**config.mk**
```make
export PLATFORM = sky130hd
export DESIGN_NAME = fetch_unit
export DESIGN_NICKNAME = d
export VERILOG_FILES = /design/src/rtl/fetch_pkg.sv /design/src/rtl/fetch_timer.sv /design/src/rtl/fetch_unit.sv
export SDC_FILE = /design/constraint.sdc
export NUM_CORES = 1
export LEC_CHECK = 0
export CELL_PAD_IN_SITES_DETAIL_PLACEMENT = 0
export CELL_PAD_IN_SITES_GLOBAL_PLACEMENT = 2
export CORE_MARGIN = 4
export CORE_UTILIZATION = 19
export DETAILED_ROUTE_END_ITERATION = 8
export PLACE_DENSITY_LB_ADDON = 0.25
export SETUP_SLACK_MARGIN = 0.4
export SYNTH_ARGS = -nofsm -noshare
export SYNTH_HDL_FRONTEND = slang
export SYNTH_SLANG_ARGS = --single-unit
```
**constraint.sdc**
```tcl
create_clock -name clk -period 1.9 [get_ports clk]
set_input_delay 0.38 -clock clk [delete_from_list [all_inputs] [get_ports clk]]
set_output_delay 0.38 -clock clk [all_outputs]
set_load 0.02 [all_outputs]
```
**src/rtl/fetch_pkg.sv**
```systemverilog
// Shared types and default sizing for the instruction fetch sequencer.
// Holds the FSM state encoding plus the default width and memory-timeout constants.
package fetch_pkg;

  localparam int unsigned FETCH_W       = 16;
  localparam int unsigned FETCH_TIMEOUT = 15;

  typedef enum logic [1:0] {
    ST_IDLE = 2'd0,
    ST_REQ  = 2'd1,
    ST_FULL = 2'd2,
    ST_ERR  = 2'd3
  } fetch_state_e;

endpackage

```
**src/rtl/fetch_timer.sv**
```systemverilog
// 8-bit saturating wait counter for an outstanding memory read.
// expired flags the cycle in which the count reaches limit on the next edge.
module fetch_timer (
  input  logic       clk,
  input  logic       rst,
  input  logic       clr,
  input  logic       cnt_en,
  input  logic [7:0] limit,
  output logic       expired
);

  logic [7:0] cnt_q, cnt_d;

  always_comb begin
    cnt_d = cnt_q;
    if (clr) begin
      cnt_d = 8'd0;
    end else if (cnt_en && (cnt_q < limit)) begin
      cnt_d = cnt_q + 8'd1;
    end
  end

  // Compared in 9 bits so a limit of 255 cannot wrap the sum.
  assign expired = cnt_en && !clr && (({1'b0, cnt_q} + 9'd1) >= {1'b0, limit});

  always_ff @(posedge clk) begin
    if (rst) begin
      cnt_q <= 8'd0;
    end else begin
      cnt_q <= cnt_d;
    end
  end

endmodule

```
**src/rtl/fetch_unit.sv**
```systemverilog
// Instruction fetch sequencer: reads memory at the current PC into a one-entry
// instruction register, steps/loads the PC, and latches a sticky timeout error.
module fetch_unit
  import fetch_pkg::*;
#(
  parameter int unsigned W       = FETCH_W,
  parameter int unsigned TIMEOUT = FETCH_TIMEOUT
) (
  input  logic         clk,
  input  logic         rst,
  input  logic         en,
  input  logic [W-1:0] pc_val,
  output logic         pc_inc,
  output logic         pc_ld,
  output logic [W-1:0] pc_ld_val,
  output logic         mem_rd,
  output logic [W-1:0] mem_addr,
  input  logic         mem_rdy,
  input  logic [W-1:0] mem_rdata,
  output logic [W-1:0] ir_out,
  output logic [W-1:0] ir_pc,
  output logic         ir_valid,
  input  logic         ir_ack,
  input  logic         redirect,
  input  logic [W-1:0] redirect_pc,
  output logic         fetch_err,
  output fetch_state_e dbg_state_o
);

  // Handshake: a read is offered while mem_rd=1 and completes in any cycle where
  // mem_rdy=1 alongside it; the IR is offered while ir_valid=1 and consumed on ir_ack=1.

  localparam logic [7:0] LIMIT = 8'(TIMEOUT);

  fetch_state_e state_q, state_d;
  logic [W-1:0] ir_out_q, ir_pc_q;
  logic         ir_valid_q;
  logic         ir_load, ir_clr;
  logic         in_req, redir_ok;
  logic         tmr_clr, tmr_en, tmr_expired;

  assign in_req   = (state_q == ST_REQ);
  assign redir_ok = redirect && (state_q != ST_ERR);

  always_comb begin
    state_d = state_q;
    ir_load = 1'b0;
    ir_clr  = 1'b0;
    case (state_q)
      ST_IDLE: begin
        ir_clr  = redirect;
        state_d = en ? ST_REQ : ST_IDLE;
      end
      ST_REQ: begin
        // Redirect beats returning data, and returning data beats the timeout.
        if (redirect) begin
          ir_clr  = 1'b1;
          state_d = en ? ST_REQ : ST_IDLE;
        end else if (mem_rdy) begin
          ir_load = 1'b1;
          state_d = ST_FULL;
        end else if (tmr_expired) begin
          state_d = ST_ERR;
        end
      end
      ST_FULL: begin
        if (redirect || ir_ack) begin
          ir_clr  = 1'b1;
          state_d = en ? ST_REQ : ST_IDLE;
        end
      end
      default: begin
        ir_clr  = 1'b1;
        state_d = ST_ERR;
      end
    endcase
  end

  // Dropping mem_rd during a redirect cancels the outstanding read for that cycle.
  assign mem_rd    = !rst && in_req && !redirect;
  assign mem_addr  = pc_val;
  assign pc_inc    = !rst && in_req && !redirect && mem_rdy;
  assign pc_ld     = !rst && redir_ok;
  assign pc_ld_val = redirect_pc;

  assign tmr_clr = !in_req || redirect || mem_rdy;
  assign tmr_en  = in_req && !redirect && !mem_rdy;

  fetch_timer u_timer (
    .clk     (clk),
    .rst     (rst),
    .clr     (tmr_clr),
    .cnt_en  (tmr_en),
    .limit   (LIMIT),
    .expired (tmr_expired)
  );

  always_ff @(posedge clk) begin
    if (rst) begin
      state_q    <= ST_IDLE;
      ir_out_q   <= '0;
      ir_pc_q    <= '0;
      ir_valid_q <= 1'b0;
    end else begin
      state_q <= state_d;
      if (ir_load) begin
        ir_out_q   <= mem_rdata;
        ir_pc_q    <= pc_val;
        ir_valid_q <= 1'b1;
      end else if (ir_clr) begin
        ir_valid_q <= 1'b0;
      end
    end
  end

  assign ir_out      = ir_out_q;
  assign ir_pc       = ir_pc_q;
  assign ir_valid    = ir_valid_q;
  assign fetch_err   = (state_q == ST_ERR);
  assign dbg_state_o = state_q;

endmodule

```
=== Word level (Yosys, flattened, before mapping) ===
Cells that the tools add are included.

* Register bits after elaboration: 43
* Input bits: 54
* Output and inout bits: 71
* Logic and storage cells: 51

* Multiplexer cells: 14
* Equal/unequal tests: 6
* $add $sub $neg: 2
* $lt $le $gt $ge: 2
* Reduce and logical (&&, ||, !) cells: 22

{| class="wikitable"
|+ Operators with widths
! kind !! number
|-
| logical AND 1 bit || 10
|-
| adder 8 x 1 -> 9 bit, second input constant || 1
|-
| >= comparator 9 x 4 -> 1 bit, second input constant || 1
|-
| adder 8 x 1 -> 8 bit, second input constant || 1
|-
| < comparator 8 x 4 -> 1 bit, second input constant || 1
|-
| two-way mux 1 bit || 8
|-
| two-way mux 2 bit || 4
|-
| case mux 2 bit (3 select lines) || 1
|-
| logical NOT 1 bit || 5
|-
| equality test 2 bit, second input constant || 2
|-
| inequality test 2 bit, second input constant || 2
|-
| inequality test 4 x 3 -> 1 bit, second input constant || 1
|-
| logical OR 1 bit || 3
|-
| case mux 1 bit (3 select lines) || 1
|-
| equality test 2 x 1 -> 1 bit, second input constant || 1
|-
| logical NOT 2 bit || 1
|-
| AND reduction 2 bit || 1
|-
| nonzero test 2 bit || 1
|-
| OR reduction 2 bit || 1
|}

=== Depth between registers and ports, before layout ===
Gate-level depths: netlist of run 1.

* Depth after elaboration: 11
* Gate-level depth with buffers: 6
* Gate-level depth less buffers: 6

=== Hierarchy ===
Synthesis of run 1 repeated with hierarchy kept, for this count alone.

* Cell total of the unflattened synthesis: 303
* Area, all modules: 2447.3 sq um

{| class="wikitable"
|+ By module, submodules not included
! module !! sequential area each (sq um) !! area an instance (sq um) !! times used !! cells each
|-
| fetch_unit || 700.7 || 1619.1 || 1 || 201
|-
| fetch_timer || 160.2 || 828.3 || 1 || 102
|}

=== Worst setup path after synthesis of run 1 ===
Ideal clock, no wire load.

* Path kind: flip-flop to output port
* From: reg state_q[0] (netlist: dbg_state_o[0])
* To: out pc_inc
* Path slack: 0.037 ns
* Cell stages (with the launch flop): 4
* Required time: 1.520 ns
* Arrival time: 1.483 ns
* Cell sequence: dfxtp_1 -> or3b_1 -> buf_6 -> nor3_1

* Word-level cells in the longest chain between the ends: 4

{| class="wikitable"
|+ RTL lines
! what !! line !! source
|-
| start, declared || fetch_unit.sv:35 || <nowiki>fetch_state_e state_q, state_d;</nowiki>
|-
| start signal, assigned || fetch_unit.sv:105 || <nowiki>state_q <= state_d;</nowiki>
|-
| equality test 2 x 1 -> 1 bit || fetch_unit.sv:42 || <nowiki>assign in_req = (state_q == ST_REQ);</nowiki>
|-
| logical AND 1 bit (3 in a row) || fetch_unit.sv:82 || <nowiki>assign pc_inc = !rst && in_req && !redirect && mem_rdy;</nowiki>
|-
| end, declared || fetch_unit.sv:13 || <nowiki>output logic pc_inc,</nowiki>
|}

No other way between the ends.

=== Worst setup path in the final report of run 1 ===
Same ends and word-level chain as after synthesis.

==> impl_metrics.json, run 1 <==
{
  "max-cap-violations": 0,
  "crit_end": "pc_inc",
  "crit_fanout": 3,
  "tightest_slew_ps": 290,
  "p_seq_share_pct": 45.8,
  "p_leak_nw": 1.34,
  "p_sw_w": 0.000512,
  "slowest_stage": "or3b_4",
  "postSynthAreaPerCell_um2": 8.09,
  "seq_area_frac_synth_pct": 43.1,
  "final.min_clock_period_ps": 1700,
  "r2r_setup_slack_ps": 300,
  "root_buffer": "clkbuf_8",
  "numPortBuffers": 92,
  "fin_total_pwr_w": 0.00204,
  "cts_buffers": 5,
  "synth_top_cell_by_area": "dfxtp_1",
  "arrival_ps": 1320,
  "wirelength_um": 6090,
  "fin_area_mm2": 0.00316,
  "synth_area_mm2": 0.00200,
  "drtPass1Iterations": 4,
  "worstPathBufferInverterCount": 1,
  "grt_start_max_net_pins": 33,
  "status": "finished, final reports clean",
  "netlist_top_cells_area": "dfxtp_1, buf_4, nand2_1",
  "clk_path_buf_depth": 2,
  "area_growth_pct": 58.1,
  "viasPerCell": 4.05,
  "swShare_pct": 25.1,
  "cts_sinks": 43,
  "die_h_um": 111,
  "ys_ff_latch": 43,
  "cpPeakStageDelay_ps": 420,
  "max_freq_ghz": 0.589,
  "slew_headroom_pct": 80.7,
  "clk_latency_ps": 290,
  "ir_drop_mv": 0.396,
  "intPower_w": 0.00153,
  "drive_gt1_share_pct": 25.7,
  "reg2reg_depth": 7,
  "grt.overflow.total": 0,
  "grtUsageTotal_pct": 9.72,
  "criticalPathCategory": "flop to primary output",
  "cp-end-kind": "primary output",
  "cts_htree_levels": 2,
  "synth_nets": 303,
  "cp_data_required_time_ps": 1520,
  "slew_viol_final": 0,
  "yosysMostFrequentCell": "nand2_1",
  "rsz0062_at_grt": "true",
  "grt_pass1_vias": 1841,
  "clk_pin_slew_ps": 80,
  "synth-edff-count": 0,
  "finalSetupViolations": 0,
  "drc": 0,
  "finish.net_count": 389,
  "combPwrFrac_pct": 17.3,
  "hold_class": "flop to flop",
  "power_frac_clock_pct": 36.9,
  "r2r-end": "ir_pc[13]",
  "power.density_mw_per_mm2": 646,
  "yosysWarnings": 0,
  "finalWeightedCongestion": 0.709,
  "place_area_mm2": 0.00296,
  "avgRoutedWirePerCell_um": 13.0,
  "critPathLaunch": "dbg_state_o[0]",
  "finalCritPeriodShare_pct": 89.4,
  "synth_top_cell_area_share_pct": 43.1,
  "antenna_found_initial": 0,
  "synth_commonest_cells": "nand2_1, dfxtp_1, a21oi_1, buf_4, clkbuf_1",
  "n_antenna_cell": 0,
  "hold_violations": 0,
  "ys_types": 38,
  "cp_top_family": "simple AND/OR/NAND/NOR gates",
  "vias": 1904,
  "drt_iter0_drc": 16,
  "start_kind": "flop",
  "die_width_um": 111,
  "cp_cell_sequence": "or3b_4, nor3_4, buf_6",
  "worst-path-stages": 3,
  "start_util_pct": 19.5,
  "core-area_mm2": 0.0103,
  "ys_async_sr_fraction_pct": 0,
  "dpl.hpwl_um": 4220,
  "placementRows": 37,
  "die_area_mm2": 0.0122,
  "io_pins": 125,
  "grt_pass1_wl_um": 9730,
  "syn_inst": 247,
  "ant_nets": 0,
  "fillCellCount": 1170,
  "regToRegStartpoint": "dbg_state_o[0]",
  "cts_tree": "done",
  "fin_skew_ps": 8.42,
  "yosys_most_used_dff": "dfxtp_1"
}
area by class of cell:
class | instances | area [um^2] | share of cell area (%)
clock inverter | 2 | 35.0 | 1.11
inverter | 3 | 11.3 | 0.356
multi-input combinational | 157 | 905 | 28.6
timing repair buffer | 123 | 1090 | 34.4
sequential | 43 | 871 | 27.6
tap | 136 | 170 | 5.38
clock buffer | 6 | 82.6 | 2.61
tightest hold or removal path: cells and delay by family, from the launching register on:
kind	cells	cell delay, ps
AO/OA/AOI/OAI	1	50
flip-flops	1	310
AND/OR/NAND/NOR	1	50
cells in the final DEF (no fill, tap or decap), types with 3 or more instances in the layout:
master	synthesis	layout
a21oi_2	1	3
buf_4	35	23
dfxtp_1	43	39
xor2_1	3	3
nor2_1	6	4
a21oi_1	35	33
dlygate4sd2_1	0	33
o21ai_0	3	3
and2_1	5	4
inv_1	3	3
buf_2	0	17
buf_6	1	9
nand3_1	4	4
clkdlybuf4s50_1	0	35
nand2_1	66	66
clkbuf_8	0	6
sequential cells by signal, summed over array words and instances (netlist names):
register,flops
u_timer.cnt_q,8
ir_valid,1
dbg_state_o,2
ir_pc,16
ir_out,16
layer usage:
layer / routed length, um / part of all wire (%) / up-vias / global-route usage [%]
met2: 2920 / 48 / 59 / 15.7
li1: - / - / 963 / -
met1: 2640 / 43 / 878 / 11.7
met5: 0 / 0 / - / 0
met4: 85 / 1.4 / 0 / 3.69
met3: 451 / 7.4 / 4 / 3.67
timing repair:
item	in CTS	in global routing
pin swaps	2	2
setup buffers	2	8
gates resized for setup	133	21
gates cloned	3	0
endpoints found under the setup margin	96	49
hold buffers	0	0
worst min path at each step:
stage / cells after the start / endpoint / start
after floorplan: 1 / u_timer.cnt_q[7] / u_timer.cnt_q[7]
after global placement: 2 / ir_out[4] / ir_out[4]
after detailed placement: 2 / ir_out[8] / ir_out[8]
after CTS: 2 / ir_out[8] / ir_out[8]
after global routing: 3 / ir_valid / redirect
final: 2 / ir_out[8] / ir_out[8]
through the flow:
step	instances	worst slack (ps)	hold slack [ps]	util [%]	setup TNS (ps)
finish	470	202	451	30.8	0
global route	470	146	474	30.8	0
CTS	462	115	456	29.8	0
detailed placement	449	-541	448	28.8	-11450
global placement	449	-530	441	28.8	-11110
floorplan	247	390	459	-	0
power by group through the flow:
stage          clock, W  combinational (W)  sequential, W
2_1_floorplan         0           0.000184       0.000985
3_3_place_gp          0           0.000353       0.000957
3_5_place_dp          0           0.000352       0.000958
4_1_cts        0.000795           0.000338       0.000936
5_1_grt        0.000839           0.000383       0.000939
6_report       0.000753           0.000354       0.000935
logic make-up (layout without fill, tap and decap cells):
group	count (synthesis)	after routing	share of synthesized area, %
flip-flops	43	43	43.1
adder cells (fa/ha/maj)	2	2	1.25
AND/OR/NAND/NOR	99	99	22.2
XOR/XNOR	4	4	1.75
buffers and inverters	47	134	15.8
multiplexers	1	1	0.501
AO/OA/AOI/OAI	51	51	15.5
Note: power is estimated with default switching activity, not from simulation.
==> inputs of run 2 (changes only) <==
--- a/config.mk
+++ b/config.mk
@@ -11,7 +11,7 @@
 export CORE_UTILIZATION = 19
 export DETAILED_ROUTE_END_ITERATION = 8
 export PLACE_DENSITY_LB_ADDON = 0.25
-export SETUP_SLACK_MARGIN = 0.4
+export SKIP_LAST_GASP = 1
 export SYNTH_ARGS = -nofsm -noshare
 export SYNTH_HDL_FRONTEND = slang
 export SYNTH_SLANG_ARGS = --single-unit
==> impl_metrics.json, run 2 (synthesis results as in run 1) <==
{
  "max-cap-violations": 0,
  "reg2reg_depth": 5,
  "intPower_w": 0.00144,
  "combPwrFrac_pct": 17.8,
  "r2r_setup_slack_ps": 230,
  "wirelength_um": 5840,
  "die_h_um": 111,
  "placementRows": 37,
  "cp_top_family": "buffers and inverters",
  "power_frac_clock_pct": 34.1,
  "p_leak_nw": 1.11,
  "hold_class": "input port to flop",
  "start_kind": "input port",
  "drt_iter0_drc": 104,
  "r2r-end": "u_timer.cnt_q[2]",
  "p_seq_share_pct": 48.1,
  "avgRoutedWirePerCell_um": 12.7,
  "cts_buffers": 5,
  "grt_pass1_vias": 1776,
  "slowest_stage": "clkdlybuf4s50_1",
  "pre_cts_ws_ps": -552,
  "dpl.hpwl_um": 4250,
  "crit_fanout": 2,
  "worst_path_most_repeated_cell": "clkdlybuf4s50_1",
  "drc": 0,
  "vias": 1830,
  "cts_tree": "done",
  "numPortBuffers": 92,
  "viasPerCell": 3.99,
  "hold_buffers": 0,
  "regToRegStartpoint": "u_timer.cnt_q[0]",
  "cpPeakStageDelay_ps": 610,
  "min_from": "redirect",
  "final_common_cell": "clkdlybuf4s50_1",
  "critPathLaunch": "pc_val[1]",
  "grtUsageTotal_pct": 9.50,
  "cts_sinks": 43,
  "n_antenna_cell": 0,
  "hold_violations": 0,
  "finish.net_count": 378,
  "worst-path-stages": 2,
  "cp_cell_sequence": "clkdlybuf4s50_1, clkdlybuf4s50_1",
  "grt_start_max_net_pins": 31,
  "criticalPathCategory": "input port to primary output",
  "finalSetupViolations": 0,
  "root_buffer": "clkbuf_8",
  "cp-end-kind": "primary output",
  "fin_skew_ps": 3.63,
  "finalWeightedCongestion": 0.695,
  "holdPathStages": 3,
  "start_util_pct": 19.5,
  "slew_viol_final": 0,
  "final_cell_mix": "clkdlybuf4s50_1, nand2_1, dfxtp_1",
  "tightest_slew_ps": 356,
  "max_freq_ghz": 0.537,
  "clk_path_buf_depth": 2,
  "die_width_um": 111,
  "power.density_mw_per_mm2": 633,
  "drtPass1Iterations": 4,
  "cp_data_required_time_ps": 1520,
  "p_sw_w": 0.000504,
  "fin_hold_ws_ps": 411,
  "ant_nets": 0,
  "core-area_mm2": 0.0103,
  "status": "finished, final reports clean",
  "die_area_mm2": 0.0122,
  "clk_pin_slew_ps": 80,
  "worstPathBufferInverterCount": 2,
  "worstHoldEndpoint": "ir_valid",
  "clk_latency_ps": 290,
  "area_growth_pct": 53.5,
  "grt_pass1_wl_um": 9500,
  "cts_htree_levels": 2,
  "fin_cells": 459,
  "layout_setup_ws_ps": 38.6,
  "arrival_ps": 1480,
  "slew_headroom_pct": 76.1,
  "drive_gt1_share_pct": 12.7,
  "io_pins": 125,
  "grt.overflow.total": 0,
  "dp_cells": 451,
  "ir_drop_mv": 0.308,
  "rsz0062_at_grt": "false",
  "swShare_pct": 25.9,
  "finalCritPeriodShare_pct": 98.0,
  "final.min_clock_period_ps": 1860,
  "antenna_found_initial": 0
}
==> run 2: worst max-delay path by stage <==
| stage | slack (ps) | endpoint |
|---|---|---|
| floorplan | 40 | pc_inc |
| global placement | -560 | pc_inc |
| detailed placement | -550 | pc_inc |
| CTS | -80 | pc_inc |
| global route | 6 | mem_addr[9] |
| finish | 40 | mem_addr[1] |
==> run 2: through the flow <==
| stage | area (um^2) | utilization, % | power [W] | setup TNS, ps |
|---|---|---|---|---|
| after detailed placement | 2950 | 28.7 | 0.00131 | -8790 |
| after floorplan | 2000 | - | 0.00116 | 0 |
| after CTS | 3040 | 29.6 | 0.00200 | -80.7 |
| final | 3070 | 29.9 | 0.00194 | 0 |
| after global placement | 2950 | 28.7 | 0.00131 | -9310 |
| after global routing | 3070 | 29.9 | 0.00205 | 0 |
==> run 2: layout make-up <==
class,count,area [um^2]
fillers,1127,7210
multi-input cells,157,837
well taps,136,170
flip-flops and latches,43,861
clock buffers,7,96.3
clock inverters,1,7.51
inverters,3,11.3
repair buffers,112,1090
==> run 2: what timing repair did <==
action                                  in CTS  in global routing
hold endpoints to repair                     0                  0
endpoints found under the setup margin       5                  3
pin swaps                                    0                  2
buffers inserted                             0                  0
resized for setup                           16                  7
==> run 2: per-layer routing <==
metal | wire length [um] | part of all wire, % | global-route usage (%)
met4 | 39 | 0.67 | 2.05
met3 | 354 | 6.1 | 2.85
met1 | 2750 | 47 | 12.4
met2 | 2700 | 46 | 15.5
met5 | 0 | 0 | 0
==> run 2: power groups by stage <==
| stage | logic, W | clock network [W] | registers (W) |
|---|---|---|---|
| 2_1_floorplan | 0.000180 | 0 | 0.000984 |
| 3_3_place_gp | 0.000354 | 0 | 0.000956 |
| 3_5_place_dp | 0.000352 | 0 | 0.000957 |
| 4_1_cts | 0.000352 | 0.000712 | 0.000936 |
| 5_1_grt | 0.000375 | 0.000736 | 0.000940 |
| 6_report | 0.000346 | 0.000662 | 0.000935 |
==> inputs of run 3 (changes only) <==
--- a/config.mk
+++ b/config.mk
@@ -7,11 +7,12 @@
 export LEC_CHECK = 0
 export CELL_PAD_IN_SITES_DETAIL_PLACEMENT = 0
 export CELL_PAD_IN_SITES_GLOBAL_PLACEMENT = 2
-export CORE_MARGIN = 4
-export CORE_UTILIZATION = 19
+export CORE_MARGIN = 2
+export CORE_UTILIZATION = 21
 export DETAILED_ROUTE_END_ITERATION = 8
-export PLACE_DENSITY_LB_ADDON = 0.25
+export PLACE_DENSITY_LB_ADDON = 0.08
 export SKIP_LAST_GASP = 1
 export SYNTH_ARGS = -nofsm -noshare
 export SYNTH_HDL_FRONTEND = slang
+export SYNTH_HIERARCHICAL = 1
 export SYNTH_SLANG_ARGS = --single-unit
==> impl_metrics.json, run 3 <==
{
  "placementRows": 39,
  "power_frac_clock_pct": 41.9,
  "grt_pass1_vias": 2269,
  "viasPerCell": 4.19,
  "ir_drop_mv": 0.251,
  "root_buffer": "clkbuf_16",
  "synth-compound-area-share_pct": 15.6,
  "grt_start_max_net_pins": 33,
  "grtUsageTotal_pct": 11.4,
  "syn_inst": 303,
  "power.density_mw_per_mm2": 572,
  "swShare_pct": 24.5,
  "ant_nets": 0,
  "wirelength_um": 7090,
  "core-area_mm2": 0.0114,
  "cp_data_required_time_ps": 2100,
  "finalWeightedCongestion": 0.748,
  "synth-edff-count": 0,
  "start_util_pct": 21.4,
  "dp_cells": 545,
  "p_sw_w": 0.000542,
  "status": "finished with violations",
  "p_leak_nw": 1.55,
  "r2r_setup_slack_ps": -400,
  "fin_skew_ps": 5.35,
  "synth_commonest_cells": "nand2_1, dfxtp_1, a21oi_1, buf_4, ha_1",
  "synth_area_mm2": 0.00245,
  "slew_viol_final": 0,
  "final.min_clock_period_ps": 2300,
  "synthAdderAreaFrac_pct": 8.69,
  "finalSetupViolations": 2,
  "start_kind": "flop",
  "rsz0062_at_grt": "true",
  "fin_cells": 558,
  "cp-end-kind": "flop",
  "die_area_mm2": 0.0125,
  "avgRoutedWirePerCell_um": 12.7,
  "utilization_pct": 33.9,
  "cts_tree": "done",
  "final_cell_mix": "clkdlybuf4s50_1, nand2_1, buf_4",
  "cts_htree_levels": 2,
  "drive_gt1_share_pct": 22.2,
  "cts_sinks": 43,
  "fin_hold_ws_ps": 454,
  "place_area_mm2": 0.00362,
  "intPower_w": 0.00167,
  "io_pins": 125,
  "grt.overflow.total": 0,
  "die_width_um": 112,
  "drtPass1Iterations": 4,
  "ys_types": 46,
  "numPortBuffers": 92,
  "combPwrFrac_pct": 16.2,
  "drc": 0,
  "final_common_cell": "clkdlybuf4s50_1",
  "yosysMostFrequentCell": "nand2_1",
  "area_growth_pct": 58.0,
  "drt_iter0_drc": 37,
  "fin_total_pwr_w": 0.00221,
  "layout_setup_ws_ps": -402,
  "cts_buffers": 5,
  "synth_top_cell_by_area": "dfxtp_1",
  "violations": "negative setup slack",
  "ys_async_sr_fraction_pct": 0,
  "vias": 2337,
  "die_h_um": 112,
  "synth-simple-area-share_pct": 21.2,
  "criticalPathCategory": "flop to flop",
  "postSynthAreaPerCell_um2": 8.08,
  "ys_ff_latch": 43,
  "hold_class": "flop to flop",
  "finalCritPeriodShare_pct": 121,
  "seq_area_frac_synth_pct": 35.2,
  "yosysWarnings": 6,
  "p_seq_share_pct": 41.9,
  "antenna_found_initial": 0,
  "dpl.hpwl_um": 5380,
  "max_freq_ghz": 0.434,
  "max-cap-violations": 0,
  "clk_pin_slew_ps": 60,
  "n_antenna_cell": 0,
  "clk_latency_ps": 280,
  "crit_fanout": 3,
  "finish.net_count": 485,
  "synthXorXnorAreaFrac_pct": 2.15,
  "synth_top_family_by_area": "simple AND/OR/NAND/NOR gates",
  "clk_path_buf_depth": 2,
  "hold_violations": 0,
  "netlist_top_cells_area": "dfxtp_1, nand2_1, buf_4",
  "yosys_most_used_dff": "dfxtp_1",
  "synthMuxAreaShare_pct": 0,
  "fin_area_mm2": 0.00387,
  "arrival_ps": 2500,
  "grt_pass1_wl_um": 11400,
  "hold_buffers": 0,
  "synth_top_cell_area_share_pct": 35.2
}
[run 3: changes by cell type in the layout (fill, tap and decap cells not counted), moves of 4 or more]
cell       before  now
buf_4          19   50
ha_1            2   16
conb_1          0    9
inv_1           3   12
nand2_1        66   73
clkbuf_16       0    5
clkbuf_8        7    2
or4_1           0    5
a21oi_2         1    5
o211ai_1        0    4
[run 3: final timing paths]
kind,startpoint,end,depth (start not counted)
worst min register to register,ir_pc[7],ir_pc[7],2
worst max-delay path,u_timer/cnt_q[0],dbg_state_o[1],10
worst min-delay path,ir_pc[7],ir_pc[7],2
worst max register to register,u_timer/cnt_q[0],dbg_state_o[1],10
[run 3: power groups by stage]
stage          sequential [W]  clock, W  combinational, W
2_1_floorplan        0.000973         0          0.000192
3_3_place_gp         0.000947         0          0.000356
3_5_place_dp         0.000948         0          0.000354
4_1_cts              0.000928  0.000968          0.000360
5_1_grt              0.000930   0.00100          0.000390
6_report             0.000928  0.000926          0.000358
[run 3: kinds of logic after synthesis]
| logic type | after synthesis |
|---|---|
| fa+ha+maj | 17 |
| xor+xnor | 6 |
| simple gates | 112 |
| buf+inv | 60 |
| flops | 43 |
| other cells | 2 |
| compound gates | 63 |
[run 3: final cells by class]
| class | instances | area [um^2] |
|---|---|---|
| clock buffers | 7 | 153 |
| clock inverters | 1 | 6.26 |
| fillers | 1237 | 7550 |
| inverters | 13 | 48.8 |
| multi-input cells | 207 | 1290 |
| flip-flops and latches | 43 | 867 |
| well taps | 143 | 179 |
| repair buffers | 144 | 1320 |
[run 3: metrics by stage]
step                      setup TNS [ps]  setup WS, ps
final                               -412          -402
after global routing                -937          -528
after CTS                           -607          -414
after detailed placement           -5440          -573
after global placement             -5330          -533
after floorplan                    -1380          -328
[run 3: per-layer routing]
layer  global-route usage [%]  share of wire, %  vias to the layer above
li1                         -                 -                     1212
met1                     14.3                47                     1037
met2                     19.1                46                       74
met3                     3.32               6.5                       14
met4                     3.17              0.87                        0
met5                        0                 0                        -
[run 3: worst max-delay path, stage by stage (launching register included)]
cell and delay, ps:
dfxtp_4 350, ha_4 150, and3_4 180, and3_4 180, xor2_1 140, ha_1 290, nand2_1 60, or3_1 320
a311oi_2 210, inv_1 80, a221oi_2 250
[run 3: repair_timing]
action	in CTS	in global routing
pin swaps	5	6
gates resized for setup	22	13
setup endpoints to repair	14	13
setup buffers	3	2
